**config.mk**
```make
export PLATFORM = sky130hd
export DESIGN_NAME = simd_result_fifo
export DESIGN_NICKNAME = d
export VERILOG_FILES = /design/src/rtl/simd_result_fifo.sv
export SDC_FILE = /design/constraint.sdc
export NUM_CORES = 1
export LEC_CHECK = 0
export ABC_AREA = 0
export CAP_MARGIN = 30
export CORE_MARGIN = 3
export CORE_UTILIZATION = 35
export DETAILED_ROUTE_END_ITERATION = 8
export GPL_TIMING_DRIVEN = 0
export HOLD_SLACK_MARGIN = 0.08
export PLACE_DENSITY = 0.5
export SLEW_MARGIN = 20
export SYNTH_ARGS = -nofsm -noshare
export SYNTH_HDL_FRONTEND = slang
export SYNTH_SLANG_ARGS = --single-unit
```
**constraint.sdc**
```tcl
create_clock -name clk -period 7.75 [get_ports clk]
set_clock_uncertainty 0.1 [all_clocks]
set_input_delay 1.55 -clock clk [delete_from_list [all_inputs] [get_ports clk]]
set_output_delay 1.55 -clock clk [all_outputs]
set_load 0.03 [all_outputs]
```
**src/rtl/simd_result_fifo.sv**
```systemverilog
// First-word-fall-through result FIFO between the SIMD execute stage and its consumer.
// Define SIMD_RESULT_FIFO_DROP_CNT_EN to add a saturating 16-bit drop_count output.
module simd_result_fifo #(
   parameter int unsigned DATA_W = 32,
   parameter int unsigned DEPTH  = 8
) (
   input  logic                            clk,
   input  logic                            reset,
   input  logic                            in_valid,
   input  logic [DATA_W-1:0]               in_data,
   output logic                            in_ready,
   output logic                            out_valid,
   output logic [DATA_W-1:0]               out_data,
   input  logic                            out_ready,
   output logic [$clog2(DEPTH):0]          count,
   output logic                            overflow,
`ifdef SIMD_RESULT_FIFO_DROP_CNT_EN
   output logic [15:0]                     drop_count,
`endif
   input  logic                            overflow_clr
);

   localparam int unsigned PTR_W = $clog2(DEPTH);
   localparam int unsigned CNT_W = PTR_W + 1;

   logic [DATA_W-1:0] mem [DEPTH];
   logic [PTR_W-1:0]  wr_ptr;
   logic [PTR_W-1:0]  rd_ptr;
   logic              push;
   logic              pop;
   logic              drop;

   // A full FIFO still accepts a word when the head leaves in the same cycle.
   assign in_ready  = (count != CNT_W'(DEPTH)) || out_ready;
   assign out_valid = (count != CNT_W'(0));
   assign out_data  = mem[rd_ptr];

   assign push = in_valid && in_ready;
   assign pop  = out_valid && out_ready;
   assign drop = in_valid && !in_ready;

   // Storage carries no reset; out_data is meaningless while out_valid is low.
   always_ff @(posedge clk) begin
      if (push) begin
         mem[wr_ptr] <= in_data;
      end
   end

   always_ff @(posedge clk or negedge reset) begin
      if (!reset) begin
         wr_ptr <= '0;
         rd_ptr <= '0;
         count  <= '0;
      end else begin
         if (push) begin
            wr_ptr <= wr_ptr + PTR_W'(1);
         end
         if (pop) begin
            rd_ptr <= rd_ptr + PTR_W'(1);
         end
         case ({push, pop})
            2'b10:   count <= count + CNT_W'(1);
            2'b01:   count <= count - CNT_W'(1);
            default: count <= count;
         endcase
      end
   end

   // Sticky drop flag; a drop in the clearing cycle keeps it set.
   always_ff @(posedge clk or negedge reset) begin
      if (!reset) begin
         overflow <= 1'b0;
      end else if (drop) begin
         overflow <= 1'b1;
      end else if (overflow_clr) begin
         overflow <= 1'b0;
      end
   end

`ifdef SIMD_RESULT_FIFO_DROP_CNT_EN
   always_ff @(posedge clk or negedge reset) begin
      if (!reset) begin
         drop_count <= '0;
      end else if (overflow_clr) begin
         drop_count <= drop ? 16'd1 : 16'd0;
      end else if (drop && (drop_count != 16'hFFFF)) begin
         drop_count <= drop_count + 16'd1;
      end
   end
`endif

endmodule

```
==> out/results.ini <==
[grt]
grt_usage_pct=13.77
antenna_found_initial=0
overflow=0
grt_pass1_wl_um=32200
grt_pass1_vias=5133
grt_max_degree=18

[finish]
seq_area_um2=7963
antenna_cells=0
multiInputGateArea_um2=2287
final_area_um2=12860
num-nets-final=602
drive_above_1_share_pct=25.30
syn2layout_area_growth_pct=24.24
fillers=2465

[yosys]
yosysTopAreaCellShare_pct=74.27
synth_most_common_cell=edfxtp_1
syn_inst=433
seq_area_frac_synth_pct=76.92
yosysTopAreaCell=edfxtp_1
syn_nets=475
netlist_area_um2=10350
synthTopCellsByCount=edfxtp_1, mux4_2, mux2_2
ys.flop_type=edfxtp_1
ys_seq_elements=267
yosysUniqueCellTypes=30
synth-warning-count=0
synth_edf_count=256
synthTopCellsByArea=edfxtp_1, mux4_2, mux4_1
ys_async_sr_fraction_pct=4.120
syn_avg_cell_area_um2=23.91

[route]
drt_iter0_drc=310
route.detailed.drc=0
drt-vias-per-instance=4.911
detail_route.first_pass.iterations=4
vias=4739
ant_nets=0
wire_per_inst_um=22.08
drt_wl_total_um=21300

[worst_setup_path]
worstPathMaxFanout=10
crit_arrival_ns=3.16
path_class=reg -> out
startpoint_type=register
crit-reg2reg-launch=count[1]
timing.rr.end=mem[0][20]
r2r_cells=6
worstPathRequired_ns=6.10
r2r_setup_slack_ns=5.08
end_kind=primary output

[clock_network]
clk_latency_ns=0.53
htreeDepth=1
clockBufferDepth=3
cts_root_buffer=clkbuf_16
cts_buffers=29
postCtsResizedCells=0
cts.clk_slew.worst_paths_ns=0.06
cts_setup_buffers=0
cts.sinks=267
cts_tree=yes
postCtsHoldBufs=0

[run_status]
status=finished clean

[timing]
relSlewSlack_pct=41.42
setup_viol=0
finalCritPeriodShare_pct=62.06
slew_violations=0
clock.fmax_mhz=207.9
rsz0062_at_grt=false
min_period_ns=4.810
hold_violations=0
tns_ns=0
tightest_slew_ns=0.8787

[run]
drv_cap=0

[placed_design]
place.gp.congestion=0.6923
placed_cell_area_um2=12020
dpl.hpwl_um=13840
port_buffers=75

[min_path]
worstHoldStart=overflow
whs_path_depth=2
min_to=overflow
worstHoldPathType=reg -> reg

[floorplanning]
ioPinCount=76
die_w_um=178.0
num_rows=62
die_area_um2=31680
fp.dieH_um=178.0
initial_core_util_pct=35.77
fp.coreArea_um2=28940

[power]
ir_drop_v=0.0001773
leakage_nw=4.201
p_per_area_nw_per_um2=386.0

## sequential cells by signal, summed over array words and instances, names as in the netlist
name and count:
rd_ptr 3, wr_ptr 3, count 4, overflow 1
mem 256
## placed cells by master, fill, tap and decap left out
master and instances:
edfxtp_1 256, clkdlybuf4s50_1 75, mux4_2 39, mux2_2 34, clkbuf_16 29, mux4_1 25
clkbuf_1 13, dfrtp_1 11, clkinv_1 9, buf_16 9, buf_6 6, nor2_4 6
buf_4 6, ha_1 5, clkinv_2 5, buf_1 4, buf_12 4, nand2b_1 4
nand2_1 4, inv_1 4, xor2_1 4, nand3_1 4, xnor2_1 4, buf_2 3
buf_8 2, nor3_1 2, nor3_2 2, a31o_2 1, or2_1 1, mux2_1 1
a21oi_1 1, nor2_1 1, nand3b_1 1, a2111oi_0 1, nor4_1 1, nor4b_1 1
and3_1 1, o22ai_1 1, bufinv_16 1
## layout make-up
type,count,area share (%)
clock buffer,37,5.877
timing repair buffer,96,8.776
inverter,4,0.1168
buffer,18,1.099
sequential,267,61.92
multi-input combinational,144,17.79
clock inverter,15,0.6908
tap,384,3.736
## worst max-delay path, stage by stage (launching register included)
cell	delay, ns
dfrtp_1	0.40
buf_2	0.26
buf_1	0.63
mux4_2	0.42
mux2_2	0.31
clkdlybuf4s50_1	0.61
## report_power, final
part,internal (mW),switching [mW]
sequential,1.80,0.0662
combinational,0.890,0.987
clock,0.714,0.510
total,3.40,1.56
## metal layers
layer,track usage (%),vias to the layer above,part of all wire [%],routed length (µm)
li1,-,2111,-,-
met1,18.28,2507,42,9032
met2,23.60,95,51,10870
met3,2.725,26,4.7,1000
met4,3.043,0,1.9,401
met5,0,-,0,0
## stage by stage
stage | utilization (%) | power [mW] | hold WS [ns] | std cells | worst slack, ns
after floorplan | - | 3.069 | 0.3879 | 433 | 2.891
after global placement | 40.03 | 3.716 | 0.4042 | 892 | -0.4337
after detailed placement | 41.52 | 3.816 | 0.4241 | 913 | 3.134
after CTS | 44.44 | 5.057 | 0.4429 | 965 | 2.856
after global routing | 44.44 | 5.211 | 0.4520 | 965 | 2.777
final | 44.44 | 4.964 | 0.4400 | 965 | 2.940
## how the worst max path moves through the flow
stage | from | endpoint | slack [ns]
3_5_place_dp | out_ready | in_ready | 3.13
3_3_place_gp | out_ready | mem[0][21] | -0.43
2_1_floorplan | in_valid | mem[0][0] | 2.89
4_1_cts | rd_ptr[1] | out_data[27] | 2.86
6_report | rd_ptr[1] | out_data[27] | 2.94
5_1_grt | rd_ptr[1] | out_data[27] | 2.78
## logic make-up after synthesis
family	share of synthesized area, %
buffers and inverters	1.511
DFF	76.92
muxes	18.64
xor gates and xnor gates	0.6768
AOI/OAI and AO/OA	0.2780
adders and majority gates	0.6044
and+or+nand+nor	1.366
Note: power is estimated with default switching activity, not from simulation.
==> edit 1: new RTL, same settings <==
The parameter `DATA_W` goes from 32 to 24.
--- a/src/rtl/simd_result_fifo.sv
+++ b/src/rtl/simd_result_fifo.sv
@@ -2,5 +2,5 @@
 // Define SIMD_RESULT_FIFO_DROP_CNT_EN to add a saturating 16-bit drop_count output.
 module simd_result_fifo #(
-   parameter int unsigned DATA_W = 32,
+   parameter int unsigned DATA_W = 24,
    parameter int unsigned DEPTH  = 8
 ) (
Ports: changed (resized in_data and out_data); port bits go from 76 to 60. No check against the original RTL was run, so the function may have changed too.
==> edit 1 against the unedited design <==
Sequential cell count down 64; worst setup slack improved by 160 ps; power is 23% lower; global-route usage fell by 0.23 points; largest cell class unchanged; routed wire length shrank 25%; largest power group unchanged; clock power shrank 25%; critical endpoint is now in_ready; area after synthesis down 24%; final area is 24% lower.
==> edit 1: results (changes against the unedited design) <==
metric;value;unit;change
crit path DAT;3000;ps;-160 ps
worst skew pair latency;490;ps;-40 ps
M3 GR Usage;0.0272;;-0.0000612
filler cell count;1871;;-24%
Non-CTS buffers;88;;-23%
Mapped Avg Cell Area;23.1;sq um;-3.3%
Synth Register Bits;203;;-24%
fin area;9730;sq um;-24%
status;completed;;
Worst VDD drop;0.186;mV;+4.7%
via count;3636;;-23%
area occupied by multi-input gates;1780;sq um;-22%
final RePlAce weighted congestion;0.688;;-0.62%
placed insts;695;;-24%
worst relative slew slack;0.431;;+0.0166
nets@finish;473;;-21%
slowest stage delay, CP;700;ps;+70 ps
max layer used;met5;;
M2 GR Usage;0.225;;-0.0109
Pleak;3.18;nW;-24%
TritonCTS buffer count;22;;-24%
Initial DRC Count;188;;-39%
routing usage on met1;0.186;;+0.00317
biggest regs;mem x192, count x4;;
DR WL met3;593;um;-41%
Syn Std Cell Area;7880;sq um;-24%
post-DP HPWL;10200;um;-26%
Post-Layout Cell Count;733;;-24%
buffers added on ports;59;;-21%
largest net degree at the start of global routing;19;;+1
WL per Instance;21.7;um;-1.7%
Synth cell types;28;;-6.7%
Max FO, Critical Path;4;;-6
top cells by count, synth;edfxtp_1, mux4_2, mux2_2;;
## edit 1: changes by cell type in the layout (fill, tap and decap cells not counted), sizes merged
cell	unedited run	this run
clkbuf	42	34
buf	34	26
mux4	64	48
edfxtp	256	192
mux2	35	27
clkdlybuf4s50	75	59
clkinv	14	7
bufinv	1	0
## edit 1: worst paths after layout
kind	startpoint	slack (ps)	end
max in group asynchronous	reset	5880	wr_ptr[1]
min in group asynchronous	reset	1320	wr_ptr[0]
hold reg to reg	wr_ptr[0]	440	wr_ptr[0]
setup reg to reg	count[1]	5150	count[2]
hold / removal	wr_ptr[0]	440	wr_ptr[0]
setup / recovery	out_ready	3100	in_ready
## edit 1: cells by family (layout without fill, tap and decap cells)
logic type      after synthesis  after routing  share of synthesized area
mux                          75             75                      0.181
fa+ha+maj                     5              5                    0.00794
xor+xnor                      8              8                    0.00889
simple gates                 28             28                     0.0179
buf+inv                      18            130                     0.0146
compound gates                4              4                    0.00365
flops                       203            203                      0.766
==> edit 2: new RTL, same settings <==
Made on the original files. Register the output `count` once more, with the module's reset; this adds one clock of latency there. The other outputs are not delayed to match.
--- a/src/rtl/simd_result_fifo.sv
+++ b/src/rtl/simd_result_fifo.sv
@@ -24,4 +24,6 @@
    localparam int unsigned CNT_W = PTR_W + 1;
 
+   logic [$clog2(DEPTH):0] count_s0;
+
    logic [DATA_W-1:0] mem [DEPTH];
    logic [PTR_W-1:0]  wr_ptr;
@@ -32,6 +34,6 @@
 
    // A full FIFO still accepts a word when the head leaves in the same cycle.
-   assign in_ready  = (count != CNT_W'(DEPTH)) || out_ready;
-   assign out_valid = (count != CNT_W'(0));
+   assign in_ready  = (count_s0 != CNT_W'(DEPTH)) || out_ready;
+   assign out_valid = (count_s0 != CNT_W'(0));
    assign out_data  = mem[rd_ptr];
 
@@ -51,5 +53,5 @@
          wr_ptr <= '0;
          rd_ptr <= '0;
-         count  <= '0;
+         count_s0 <= '0;
       end else begin
          if (push) begin
@@ -60,7 +62,7 @@
          end
          case ({push, pop})
-            2'b10:   count <= count + CNT_W'(1);
-            2'b01:   count <= count - CNT_W'(1);
-            default: count <= count;
+            2'b10:   count_s0 <= count_s0 + CNT_W'(1);
+            2'b01:   count_s0 <= count_s0 - CNT_W'(1);
+            default: count_s0 <= count_s0;
          endcase
       end
@@ -90,4 +92,12 @@
 `endif
 
+   always_ff @(posedge clk or negedge reset) begin
+      if (!reset) begin
+         count <= '0;
+      end else begin
+         count <= count_s0;
+      end
+   end
+
 endmodule
 
Behaviour: not the same (Yosys sat finds a counterexample within 4 cycles, from zero or initial values and one cycle with reset low).
==> edit 2 against the unedited design <==
Final area increased by 0.88%; area after synthesis increased by 0.97%; count of clock-buffer cells in the layout decreased by 1; clock power increased by 7%; routed wire length decreased by 0.32%; synthesized cell count increased by 0.92%; critical path depth unchanged; power increased by 2.0%; sequential cell count increased by 4; sequential power increased by 2%; worst setup slack got worse by 2.3 ps.
==> edit 2: results (changes against the unedited design) <==
metric;value;unit;change
status;completed;;
main area contributors after synthesis;edfxtp_1, mux4_2, mux4_1;;
largest net degree at the start of global routing;19;;+1
met2 wire length;10500;um;-3.2%
nets@finish;605;;+0.50%
CP max-delay cell;buf_1;;
Initial DRC Count;310;;unchanged
first-pass GRT wire length;32100;um;-0.39%
Seq/Total Area, Yosys;0.771;;+0.00221
via count;4745;;+0.13%
biggest regs;mem x256, count x4, count_s0 x4;;
max layer used;met5;;
GRT Total Usage;0.137;;-0.00111
pre-CTS WS;3110;ps;-28.7 ps
FF-to-FF Start;count_s0[0];;
Hold Path Origin;count_s0[3];;
buffers added on ports;75;;unchanged
Hold Path Class;reg2reg;;
share of layout cells above drive strength 1;0.251;;-0.00173
Slew @ Worst Pin;844;ps;-34.3 ps
asr flop ratio synth;0.0554;;+0.0142
post-DP HPWL;13600;um;-1.5%
final RePlAce weighted congestion;0.689;;-0.48%
vias in the first global route;5218;;+1.7%
WL met1;9310;um;+3.1%
initial antenna violation count;1;;+1
WL per Instance;21.9;um;-0.74%
top cells by count, synth;edfxtp_1, mux4_2, mux2_2;;
syn_nets;479;;+0.84%
Post-Place Cell Area;12100;sq um;+0.45%
Pleak;4.25;nW;+1.3%
Worst VDD drop;0.201;mV;+13%
DR WL met3;993;um;-0.70%
[edit 2: cell types whose count changed after synthesis]
cell	delta
dfrtp_1	+4
[edit 2: routing by layer]
layer	up-vias	global-route usage
met4	2	0.0295
met5	-	0
met1	2506	0.188
li1	2109	-
met3	34	0.0282
met2	94	0.226
[edit 2: cells by family (layout without fill, tap and decap cells)]
family / count (synthesis) / after routing / synth area share
flops: 271 / 271 / 0.771
fa+ha+maj: 5 / 5 / 0.00599
xor+xnor: 8 / 8 / 0.00670
simple gates: 28 / 28 / 0.0135
mux: 99 / 99 / 0.185
buf+inv: 22 / 170 / 0.0150
compound gates: 4 / 4 / 0.00275
[edit 2: power by group]
| part | leakage [nW] | switching, W | total [W] | internal, W |
|---|---|---|---|---|
| registers | 2.50 | 0.0000698 | 0.00190 | 0.00183 |
| logic | 1.31 | 0.000982 | 0.00186 | 0.000881 |
| clock network | 0.440 | 0.000520 | 0.00130 | 0.000781 |
[edit 2: final timing paths]
path / endpoint / slack [ps] / cells after the start
worst max register to register: mem[0][11] / 5160 / 6
worst min-delay path: count[3] / 370 / 0
max in group asynchronous: wr_ptr[2] / 5760 / 1
min in group asynchronous: overflow / 1350 / 1
worst min register to register: count[3] / 370 / 0
worst max-delay path: out_data[3] / 2940 / 5
[edit 2: area by class of cell]
class                      instances  area [sq um]
multi-input combinational        144          2290
timing repair buffer              95          1080
fill                            2478         16100
sequential                       271          8060
tap                              384           480
clock buffer                      36           752
buffer                            18           141
clock inverter                    17           151
inverter                           4          15.0
[edit 2: per-stage QoR]
step / hold slack [ps] / cells
5_1_grt: 391 / 969
3_3_place_gp: 348 / 896
2_1_floorplan: 324 / 437
6_report: 366 / 969
4_1_cts: 371 / 969
3_5_place_dp: 361 / 916
